$ cat src/rtl/cache_axi_bridge_if.sv
// Signal bundle between a cache controller and an AXI memory port.
// The master modport is the bridge's view; the slave modport is the surrounding environment.
interface cache_axi_bridge_if;
    logic         rd_req;
    logic [2:0]   rd_type;
    logic [31:0]  rd_addr;
    logic         rd_rdy;
    logic         ret_valid;
    logic         ret_last;
    logic [31:0]  ret_data;

    logic         wr_req;
    logic [2:0]   wr_type;
    logic [31:0]  wr_addr;
    logic [3:0]   wr_wstrb;
    logic [127:0] wr_data;
    logic         wr_rdy;

    logic [31:0]  araddr;
    logic [7:0]   arlen;
    logic         arvalid;
    logic         arready;
    logic [31:0]  rdata;
    logic         rlast;
    logic         rvalid;
    logic         rready;

    logic [31:0]  awaddr;
    logic [7:0]   awlen;
    logic         awvalid;
    logic         awready;
    logic [31:0]  wdata;
    logic [3:0]   wstrb;
    logic         wlast;
    logic         wvalid;
    logic         wready;
    logic         bvalid;
    logic         bready;

    modport master (
        input  rd_req, rd_type, rd_addr,
        output rd_rdy, ret_valid, ret_last, ret_data,
        input  wr_req, wr_type, wr_addr, wr_wstrb, wr_data,
        output wr_rdy,
        output araddr, arlen, arvalid,
        input  arready, rdata, rlast, rvalid,
        output rready,
        output awaddr, awlen, awvalid,
        input  awready,
        output wdata, wstrb, wlast, wvalid,
        input  wready, bvalid,
        output bready
    );

    modport slave (
        output rd_req, rd_type, rd_addr,
        input  rd_rdy, ret_valid, ret_last, ret_data,
        output wr_req, wr_type, wr_addr, wr_wstrb, wr_data,
        input  wr_rdy,
        input  araddr, arlen, arvalid,
        output arready, rdata, rlast, rvalid,
        input  rready,
        input  awaddr, awlen, awvalid,
        output awready,
        input  wdata, wstrb, wlast, wvalid,
        output wready, bvalid,
        input  bready
    );
endinterface

$ cat src/rtl/cache_axi_bridge.sv
// Converts cache line/word read and write requests into AXI INCR bursts.
// Independent read and write engines; reads to a line with a write in flight are held off.
module cache_axi_bridge (
    input  logic               clk_g,
    input  logic               reset,
    cache_axi_bridge_if.master bus
);
    localparam int unsigned ADDR_W  = 32;
    localparam int unsigned WORD_W  = 32;
    localparam int unsigned LINE_W  = 128;
    localparam int unsigned LEN_W   = 8;
    localparam int unsigned STRB_W  = 4;
    localparam int unsigned CNT_W   = 2;
    localparam int unsigned TAG_LSB = 4;
    localparam logic [2:0]       TYPE_LINE = 3'b100;
    localparam logic [LEN_W-1:0] LEN_LINE  = LEN_W'(3);
    localparam logic [LEN_W-1:0] LEN_WORD  = LEN_W'(0);

    typedef enum logic [1:0] {R_IDLE, R_AR, R_DATA} r_state_t;
    typedef enum logic [1:0] {W_IDLE, W_AW, W_DATA, W_RESP} w_state_t;

    r_state_t r_state_q, r_state_d;
    w_state_t w_state_q, w_state_d;

    logic              arvalid_q, rready_q, awvalid_q, wvalid_q, wlast_q, bready_q;
    logic [ADDR_W-1:0] araddr_q, awaddr_q;
    logic [LEN_W-1:0]  arlen_q, awlen_q;
    logic [LINE_W-1:0] wbuf_q;
    logic [STRB_W-1:0] wstrb_q;
    logic [WORD_W-1:0] wdata_q;
    logic [CNT_W-1:0]  cnt_q, cnt_d;

    logic rd_hazard_c, rd_rdy_c, rd_fire_c, wr_rdy_c, wr_fire_c, w_beat_c, w_last_beat_c;

    // Request acceptance and same-line hazard detection
    always_comb begin
        rd_hazard_c = 1'b0;
        if ((w_state_q != W_IDLE) &&
            (bus.rd_addr[ADDR_W-1:TAG_LSB] == awaddr_q[ADDR_W-1:TAG_LSB]))
            rd_hazard_c = 1'b1;
        if (bus.wr_req && (bus.wr_addr[ADDR_W-1:TAG_LSB] == bus.rd_addr[ADDR_W-1:TAG_LSB]))
            rd_hazard_c = 1'b1;
        rd_rdy_c      = (r_state_q == R_IDLE) && !rd_hazard_c;
        rd_fire_c     = bus.rd_req && rd_rdy_c;
        wr_rdy_c      = (w_state_q == W_IDLE);
        wr_fire_c     = bus.wr_req && wr_rdy_c;
        w_beat_c      = wvalid_q && bus.wready;
        w_last_beat_c = (cnt_q == awlen_q[CNT_W-1:0]);
    end

    // Read engine next state
    always_comb begin
        r_state_d = r_state_q;
        unique case (r_state_q)
            R_IDLE:  if (rd_fire_c)                  r_state_d = R_AR;
            R_AR:    if (arvalid_q && bus.arready)   r_state_d = R_DATA;
            R_DATA:  if (bus.rvalid && bus.rlast)    r_state_d = R_IDLE;
            default:                                 r_state_d = R_IDLE;
        endcase
    end

    // Write engine next state and beat counter
    always_comb begin
        w_state_d = w_state_q;
        cnt_d     = cnt_q;
        unique case (w_state_q)
            W_IDLE: begin
                if (wr_fire_c) begin
                    w_state_d = W_AW;
                    cnt_d     = '0;
                end
            end
            W_AW:   if (awvalid_q && bus.awready) w_state_d = W_DATA;
            W_DATA: begin
                if (w_beat_c) begin
                    if (w_last_beat_c) w_state_d = W_RESP;
                    else               cnt_d     = cnt_q + CNT_W'(1);
                end
            end
            W_RESP: if (bready_q && bus.bvalid) w_state_d = W_IDLE;
            default: w_state_d = W_IDLE;
        endcase
    end

    // State and handshake-control registers; valids follow the next state so they never see ready combinationally
    always_ff @(posedge clk_g) begin
        if (reset) begin
            r_state_q <= R_IDLE;
            w_state_q <= W_IDLE;
            cnt_q     <= '0;
            arvalid_q <= 1'b0;
            rready_q  <= 1'b0;
            awvalid_q <= 1'b0;
            wvalid_q  <= 1'b0;
            wlast_q   <= 1'b0;
            bready_q  <= 1'b0;
        end else begin
            r_state_q <= r_state_d;
            w_state_q <= w_state_d;
            cnt_q     <= cnt_d;
            arvalid_q <= (r_state_d == R_AR);
            rready_q  <= (r_state_d == R_DATA);
            awvalid_q <= (w_state_d == W_AW);
            wvalid_q  <= (w_state_d == W_DATA);
            wlast_q   <= (w_state_d == W_DATA) && (cnt_d == awlen_q[CNT_W-1:0]);
            bready_q  <= (w_state_d == W_RESP);
        end
    end

    // Request payload capture and write-beat selection
    always_ff @(posedge clk_g) begin
        if (rd_fire_c) begin
            araddr_q <= bus.rd_addr;
            arlen_q  <= (bus.rd_type == TYPE_LINE) ? LEN_LINE : LEN_WORD;
        end
        if (wr_fire_c) begin
            awaddr_q <= bus.wr_addr;
            awlen_q  <= (bus.wr_type == TYPE_LINE) ? LEN_LINE : LEN_WORD;
            wbuf_q   <= bus.wr_data;
            wstrb_q  <= (bus.wr_type == TYPE_LINE) ? STRB_W'(4'hF) : bus.wr_wstrb;
        end
        wdata_q <= wbuf_q[{cnt_d, 5'b0} +: WORD_W];
    end

    assign bus.rd_rdy    = rd_rdy_c;
    assign bus.wr_rdy    = wr_rdy_c;
    assign bus.ret_valid = rready_q && bus.rvalid;
    assign bus.ret_last  = rready_q && bus.rlast;
    assign bus.ret_data  = bus.rdata;

    assign bus.araddr  = araddr_q;
    assign bus.arlen   = arlen_q;
    assign bus.arvalid = arvalid_q;
    assign bus.rready  = rready_q;

    assign bus.awaddr  = awaddr_q;
    assign bus.awlen   = awlen_q;
    assign bus.awvalid = awvalid_q;
    assign bus.wdata   = wdata_q;
    assign bus.wstrb   = wstrb_q;
    assign bus.wlast   = wlast_q;
    assign bus.wvalid  = wvalid_q;
    assign bus.bready  = bready_q;
endmodule

$ cat src/flat_wrapper.sv
// flat-port wrapper written by rule: the top's interface ports become plain ports
module cache_axi_bridge_flat 
  (clk_g, reset, bus_rd_req, bus_rd_type, bus_rd_addr, bus_rd_rdy, bus_ret_valid, bus_ret_last, bus_ret_data, bus_wr_req, bus_wr_type, bus_wr_addr, bus_wr_wstrb, bus_wr_data, bus_wr_rdy, bus_araddr, bus_arlen, bus_arvalid, bus_arready, bus_rdata, bus_rlast, bus_rvalid, bus_rready, bus_awaddr, bus_awlen, bus_awvalid, bus_awready, bus_wdata, bus_wstrb, bus_wlast, bus_wvalid, bus_wready, bus_bvalid, bus_bready);
  cache_axi_bridge_if bus_i ();
  input  logic clk_g;
  input  logic reset;
  input wire logic [$bits(bus_i.rd_req)-1:0] bus_rd_req;
  input wire logic [$bits(bus_i.rd_type)-1:0] bus_rd_type;
  input wire logic [$bits(bus_i.rd_addr)-1:0] bus_rd_addr;
  output wire logic [$bits(bus_i.rd_rdy)-1:0] bus_rd_rdy;
  output wire logic [$bits(bus_i.ret_valid)-1:0] bus_ret_valid;
  output wire logic [$bits(bus_i.ret_last)-1:0] bus_ret_last;
  output wire logic [$bits(bus_i.ret_data)-1:0] bus_ret_data;
  input wire logic [$bits(bus_i.wr_req)-1:0] bus_wr_req;
  input wire logic [$bits(bus_i.wr_type)-1:0] bus_wr_type;
  input wire logic [$bits(bus_i.wr_addr)-1:0] bus_wr_addr;
  input wire logic [$bits(bus_i.wr_wstrb)-1:0] bus_wr_wstrb;
  input wire logic [$bits(bus_i.wr_data)-1:0] bus_wr_data;
  output wire logic [$bits(bus_i.wr_rdy)-1:0] bus_wr_rdy;
  output wire logic [$bits(bus_i.araddr)-1:0] bus_araddr;
  output wire logic [$bits(bus_i.arlen)-1:0] bus_arlen;
  output wire logic [$bits(bus_i.arvalid)-1:0] bus_arvalid;
  input wire logic [$bits(bus_i.arready)-1:0] bus_arready;
  input wire logic [$bits(bus_i.rdata)-1:0] bus_rdata;
  input wire logic [$bits(bus_i.rlast)-1:0] bus_rlast;
  input wire logic [$bits(bus_i.rvalid)-1:0] bus_rvalid;
  output wire logic [$bits(bus_i.rready)-1:0] bus_rready;
  output wire logic [$bits(bus_i.awaddr)-1:0] bus_awaddr;
  output wire logic [$bits(bus_i.awlen)-1:0] bus_awlen;
  output wire logic [$bits(bus_i.awvalid)-1:0] bus_awvalid;
  input wire logic [$bits(bus_i.awready)-1:0] bus_awready;
  output wire logic [$bits(bus_i.wdata)-1:0] bus_wdata;
  output wire logic [$bits(bus_i.wstrb)-1:0] bus_wstrb;
  output wire logic [$bits(bus_i.wlast)-1:0] bus_wlast;
  output wire logic [$bits(bus_i.wvalid)-1:0] bus_wvalid;
  input wire logic [$bits(bus_i.wready)-1:0] bus_wready;
  input wire logic [$bits(bus_i.bvalid)-1:0] bus_bvalid;
  output wire logic [$bits(bus_i.bready)-1:0] bus_bready;
  assign bus_i.rd_req = bus_rd_req;
  assign bus_i.rd_type = bus_rd_type;
  assign bus_i.rd_addr = bus_rd_addr;
  assign bus_rd_rdy = bus_i.rd_rdy;
  assign bus_ret_valid = bus_i.ret_valid;
  assign bus_ret_last = bus_i.ret_last;
  assign bus_ret_data = bus_i.ret_data;
  assign bus_i.wr_req = bus_wr_req;
  assign bus_i.wr_type = bus_wr_type;
  assign bus_i.wr_addr = bus_wr_addr;
  assign bus_i.wr_wstrb = bus_wr_wstrb;
  assign bus_i.wr_data = bus_wr_data;
  assign bus_wr_rdy = bus_i.wr_rdy;
  assign bus_araddr = bus_i.araddr;
  assign bus_arlen = bus_i.arlen;
  assign bus_arvalid = bus_i.arvalid;
  assign bus_i.arready = bus_arready;
  assign bus_i.rdata = bus_rdata;
  assign bus_i.rlast = bus_rlast;
  assign bus_i.rvalid = bus_rvalid;
  assign bus_rready = bus_i.rready;
  assign bus_awaddr = bus_i.awaddr;
  assign bus_awlen = bus_i.awlen;
  assign bus_awvalid = bus_i.awvalid;
  assign bus_i.awready = bus_awready;
  assign bus_wdata = bus_i.wdata;
  assign bus_wstrb = bus_i.wstrb;
  assign bus_wlast = bus_i.wlast;
  assign bus_wvalid = bus_i.wvalid;
  assign bus_i.wready = bus_wready;
  assign bus_i.bvalid = bus_bvalid;
  assign bus_bready = bus_i.bready;
  cache_axi_bridge u_core (.clk_g(clk_g), .reset(reset), .bus(bus_i));
endmodule
$ cat config.mk
export PLATFORM = sky130hd
export DESIGN_NAME = cache_axi_bridge_flat
export DESIGN_NICKNAME = d
export VERILOG_FILES = /design/src/rtl/cache_axi_bridge_if.sv /design/src/rtl/cache_axi_bridge.sv /design/src/flat_wrapper.sv
export SDC_FILE = /design/constraint.sdc
export NUM_CORES = 1
export LEC_CHECK = 0
export ABC_AREA = 0
export CORE_ASPECT_RATIO = 0.7
export CORE_MARGIN = 4
export CORE_UTILIZATION = 45
export DETAILED_ROUTE_END_ITERATION = 6
export PLACE_DENSITY_LB_ADDON = 0.3
export SYNTH_ARGS = -nofsm -noshare
export SYNTH_HDL_FRONTEND = slang
export SYNTH_SLANG_ARGS = --single-unit
$ cat constraint.sdc
create_clock -name clk_g -period 9.1 [get_ports clk_g]
set_clock_uncertainty 0.2 [all_clocks]
set_input_delay 0.91 -clock clk_g [delete_from_list [all_inputs] [get_ports clk_g]]
set_output_delay 0.91 -clock clk_g [all_outputs]
set_load 0.01 [all_outputs]
# == Yosys cells after proc, flatten, opt, wreduce, memory -nomap -nowiden ==
# Index checks and enable logic that the tools add are counted.
# totals
ram_bits,0
latchBits,0
romBits,0
regBits,256
elab_cells,69
n_memories,0
out_inout_bits,158
# classes
n_mux,18
n_lt_le_gt_ge,0
div,0
reduce_logical,17
n_mul,0
add_sub_neg,1
shifts,1
eq_ne,16
bitwise_logic,0
# op_table
cell,n
$shiftx A128 B8 Y32,1
$eq A28 B28 Y1,2
$mux W2,13
$logic_and A1 B1 Y1,13
$eq A2 B2 Y1 const B,6
$eq A2 B1 Y1 const B,4
$pmux W2 S4,1
$eq A3 B3 Y1 const B,2
$pmux W2 S3,1
$eq A2 B2 Y1,2
$logic_not A2 Y1,2
$pmux W2 S2,1
$add A2 B1 Y2 const B,1
$mux W1,2
$reduce_bool A2 Y1,1
$logic_not A1 Y1,1

# == Logic depth before layout (Yosys ltp) ==
# depth
depth_word,10
ltp_mapped,8
mapped_depth_nobuf,6

# == Worst setup path before layout ==
# No wires, ideal clock.
# synth_timing
kind,input to register
start,input bus_rd_addr[22]
end,"register u_core.araddr_q[0], in the netlist u_core.bus.araddr[0], enable pin"
path_slack_ns,5.534
t_arrival_ns,2.943
required_ns,8.477
cell_stages,6
path_buffers,0
path_cell_list,xnor2_1 nand4_1 nor3_1 a41oi_1 o21ai_0 nor2_1
# synth_via
elab_chain_len,7
word_cells_on_any_way,9
classes_between,eq/ne: 2; mux: 2; reduce/logical: 5
# synth_rtl
element,line_no,source
start: declaration,flat_wrapper.sv:9,input wire logic [$bits(bus_i.rd_addr)-1:0] bus_rd_addr;
$eq A28 B28 Y1,cache_axi_bridge.sv:39,(bus.rd_addr[ADDR_W-1:TAG_LSB] == awaddr_q[ADDR_W-1:TAG_LSB]))
$logic_and A1 B1 Y1,cache_axi_bridge.sv:38,if ((w_state_q != W_IDLE) &&
$mux W1,cache_axi_bridge.sv:38,
$mux W1 *,cache_axi_bridge.sv:41,if (bus.wr_req && (bus.wr_addr[ADDR_W-1:TAG_LSB] == bus.rd_addr[ADDR_W-1:TAG_LSB]))
$logic_not A1 Y1 *,cache_axi_bridge.sv:43,rd_rdy_c = (r_state_q == R_IDLE) && !rd_hazard_c;
$logic_and A1 B1 Y1 *,cache_axi_bridge.sv:43,
$logic_and A1 B1 Y1 *,cache_axi_bridge.sv:44,rd_fire_c = bus.rd_req && rd_rdy_c;
net u_core.rd_fire_c,cache_axi_bridge.sv:33,"logic rd_hazard_c, rd_rdy_c, rd_fire_c, wr_rdy_c, wr_fire_c, w_beat_c, w_last_beat_c;"
end signal: assignment,cache_axi_bridge.sv:113,araddr_q <= bus.rd_addr;
end: declaration,cache_axi_bridge.sv:26,"logic [ADDR_W-1:0] araddr_q, awaddr_q;"
# The timed path passes the listed nets; every way through them passes the cells marked *.
# A chain may end at the register's enable or synchronous reset.

# == Final worst setup path ==
# layout_timing
start,input bus_rd_addr[6]
end,output bus_rd_rdy
# layout_via
elab_chain_len,6
word_cells_on_any_way,8
classes_between,eq/ne: 2; mux: 2; reduce/logical: 4
# layout_rtl
element,line_no,source
$eq A28 B28 Y1,cache_axi_bridge.sv:39,
$logic_and A1 B1 Y1,cache_axi_bridge.sv:38,
$mux W1,cache_axi_bridge.sv:38,
$mux W1 *,cache_axi_bridge.sv:41,
$logic_not A1 Y1 *,cache_axi_bridge.sv:43,
$logic_and A1 B1 Y1 *,cache_axi_bridge.sv:43,
end: declaration,flat_wrapper.sv:10,output wire logic [$bits(bus_i.rd_rdy)-1:0] bus_rd_rdy;
# Mark *: on every way between the ends. The rest lies on a longest branch, timed or not.

==> results.py <==
metrics = {
    "global_routing": {
        "track_usage": 0.198,
        "grt_pass1_vias": 5870,
        "antenna_found_initial": 0,
        "grt_max_degree": 78,
        "grt_overflow": 0,
        "grt_first_pass_wirelength_microns": 34100,
    },
    "synthesis": {
        "synth_flop_cell": "edfxtp_1",
        "syn_inst": 611,
        "synth.distinct_cells": 40,
        "syn_area_sq_um": 9180,
        "ys_ff_latch": 242,
        "async_flop_share": 0,
        "synth_edf_count": 198,
        "synth_area_leader_cell": "edfxtp_1",
        "avgSynthCellArea_sq_um": 15.0,
        "ys.warnings.count": 0,
        "ys_top_cells_by_count": "edfxtp_1 (198), nand2_1 (72), buf_4 (47)",
        "synth.most_common_cell": "edfxtp_1",
        "seq_area_frac_synth": 0.744,
        "synth_area_leaders": "edfxtp_1 (65%), dfxtp_1 (9.6%), buf_4 (3.8%)",
        "synth_top_area_share": 0.648,
    },
    "outcome": {
        "run_status": "finished, final reports clean",
    },
    "clock_network": {
        "ctsResizeCount": 0,
        "cts_setup_buffers": 0,
        "cts_tree": "built",
        "cts_inserted_buffers": 24,
        "cts_max_path_buffers": 3,
        "cts.clk_slew.worst_paths_ns": 0.06,
        "numClockSinks": 242,
        "clk-insertion-delay-late_ns": 0.51,
        "cts_max_level": 1,
        "root_buffer": "clkbuf_16",
        "cts_hold_buf": 0,
    },
    "floorplanning": {
        "io_pins": 402,
        "die-area_sq_um": 22800,
        "num_rows": 43,
        "fp.dieW_microns": 179,
        "die_h_microns": 127,
        "start_util": 0.461,
        "coreArea_sq_um": 19900,
    },
    "job": {
        "maxCapViolations": 0,
    },
    "routing": {
        "avgViaCountPerCell": 4.87,
        "drc": 0,
        "vias": 5827,
        "final_antenna_net_count": 0,
        "wirelength_microns": 23600,
        "drt_pass1_iterations": 7,
        "drtIter0Drc": 373,
        "wire_per_inst_microns": 19.7,
    },
    "timing": {
        "hold_violations": 0,
        "setup_violations": 0,
        "slew_headroom": 0.315,
        "whs_ns": 0.331,
        "worst_pin_slew_ns": 1.03,
        "fin_setup_tns_ns": 0,
        "rsz0062_at_grt": "false",
        "final_max_slew_viol_count": 0,
        "layout_min_cycle_time_ns": 4.60,
        "fmax_ghz": 0.217,
        "period_share": 0.505,
    },
    "power_and_ir_drop": {
        "cellLeakagePower_nw": 4.67,
        "p_per_area_nw_per_um2": 199,
        "finalPower_w": 0.00263,
        "ir_drop_mv": 0.202,
    },
    "layout": {
        "nets": 1153,
        "drive_above_1_share": 0.0701,
        "area_growth_pct": 44.3,
        "antenna_cells": 0,
        "nFillCells": 1439,
    },
    "setup_path": {
        "required_ns": 7.99,
        "worstPathArrival_ns": 3.49,
        "endpoint_kind": "primary output",
        "crit_path_max_fanout": 4,
        "critical_path.cell_chain": "clkdlybuf4s50_1, xor2_1, nor4_1, nand4_1, o21ai_0, nor2_1, clkdlybuf4s50_1",
        "crit_top_cell": "clkdlybuf4s50_1",
        "slowest_stage": "o21ai_0",
        "cpPeakStageDelay_ns": 0.67,
        "path_class": "primary input to primary output",
        "startpoint_type": "primary input",
    },
    "placement": {
        "place_congestion": 0.835,
        "port_buffers": 325,
        "place_hpwl_microns": 17200,
    },
    "hold_path": {
        "hold_path.class": "flip-flop to flip-flop",
    },
}
registers in the layout (all words and copies together), names as in the netlist, 2 cells and up:
name	count
u_core.wbuf_q	128
u_core.bus.wdata	32
u_core.cnt_q	2
u_core.bus.wstrb	4
u_core.bus.awaddr	32
u_core.r_state_q	2
u_core.w_state_q	2
u_core.bus.araddr	32
final cells by class:
type | instances | area [sq um] | share of cell area
clock buffers | 30 | 674 | 0.0509
clock inverters | 14 | 169 | 0.0128
inverters | 5 | 18.8 | 0.00142
multi-input cells | 307 | 1940 | 0.146
flip-flops and latches | 242 | 6830 | 0.515
well taps | 270 | 338 | 0.0255
repair buffers | 329 | 3280 | 0.248
kinds of logic after synthesis:
family / after synthesis / synth area share
xor+xnor: 53 / 0.0506
flops: 242 / 0.744
simple gates: 158 / 0.0867
buf+inv: 73 / 0.0525
other cells: 1 / 0.000409
compound gates: 84 / 0.0661
stage by stage:
stage	util	cells	area [sq um]	setup slack, ns
floorplan	-	622	9220	5.53
global placement	0.623	1153	12400	4.61
detailed placement	0.623	1153	12400	4.52
CTS	0.665	1197	13200	4.46
global route	0.665	1197	13200	4.35
finish	0.665	1197	13200	4.50
report_power, final:
group	total (W)	switching (W)	internal, W
registers	0.00131	0.0000247	0.00129
logic	0.000276	0.000115	0.000161
clock network	0.00104	0.000405	0.000638
final timing paths:
kind,from,endpoint,slack [ns],cells after the start
hold / removal,u_core.wbuf_q[92]$_DFFE_PP_,u_core.bus.wdata[28]$_DFF_P_,0.33,2
setup / recovery,bus_rd_addr[6],bus_rd_rdy,4.50,7
hold reg to reg,u_core.wbuf_q[92]$_DFFE_PP_,u_core.bus.wdata[28]$_DFF_P_,0.33,2
setup reg to reg,u_core.bus.awaddr[5]$_DFFE_PP_,u_core.bus.araddr[28]$_DFFE_PP_,6.27,6
placed cells by master, fill, tap and decap left out, drive strengths merged, types with 10 or more instances in the layout:
cell type	instances
and2	37
edfxtp	198
nor2	10
xnor2	19
dfxtp	44
clkbuf	30
xor2	34
clkdlybuf4s50	325
nand2	72
a31oi	32
clkinv	10
conb	12
a211oi	33
per-layer routing:
| layer | track usage | wire length [microns] | vias to the layer above |
|---|---|---|---|
| met2 | 0.336 | 11700 | 235 |
| met1 | 0.239 | 8900 | 2741 |
| met3 | 0.0553 | 1940 | 70 |
| met4 | 0.0798 | 1020 | 0 |
| met5 | 0 | 0 | - |
| li1 | - | - | 2781 |
critical path: cells and delay by family:
kind                   cells  cell delay, ns
XOR/XNOR                   1            0.20
AND/OR/NAND/NOR            3            0.69
buffers and inverters      2            1.02
AO/OA/AOI/OAI              1            0.67
Note: power is estimated with default switching activity, not from simulation.
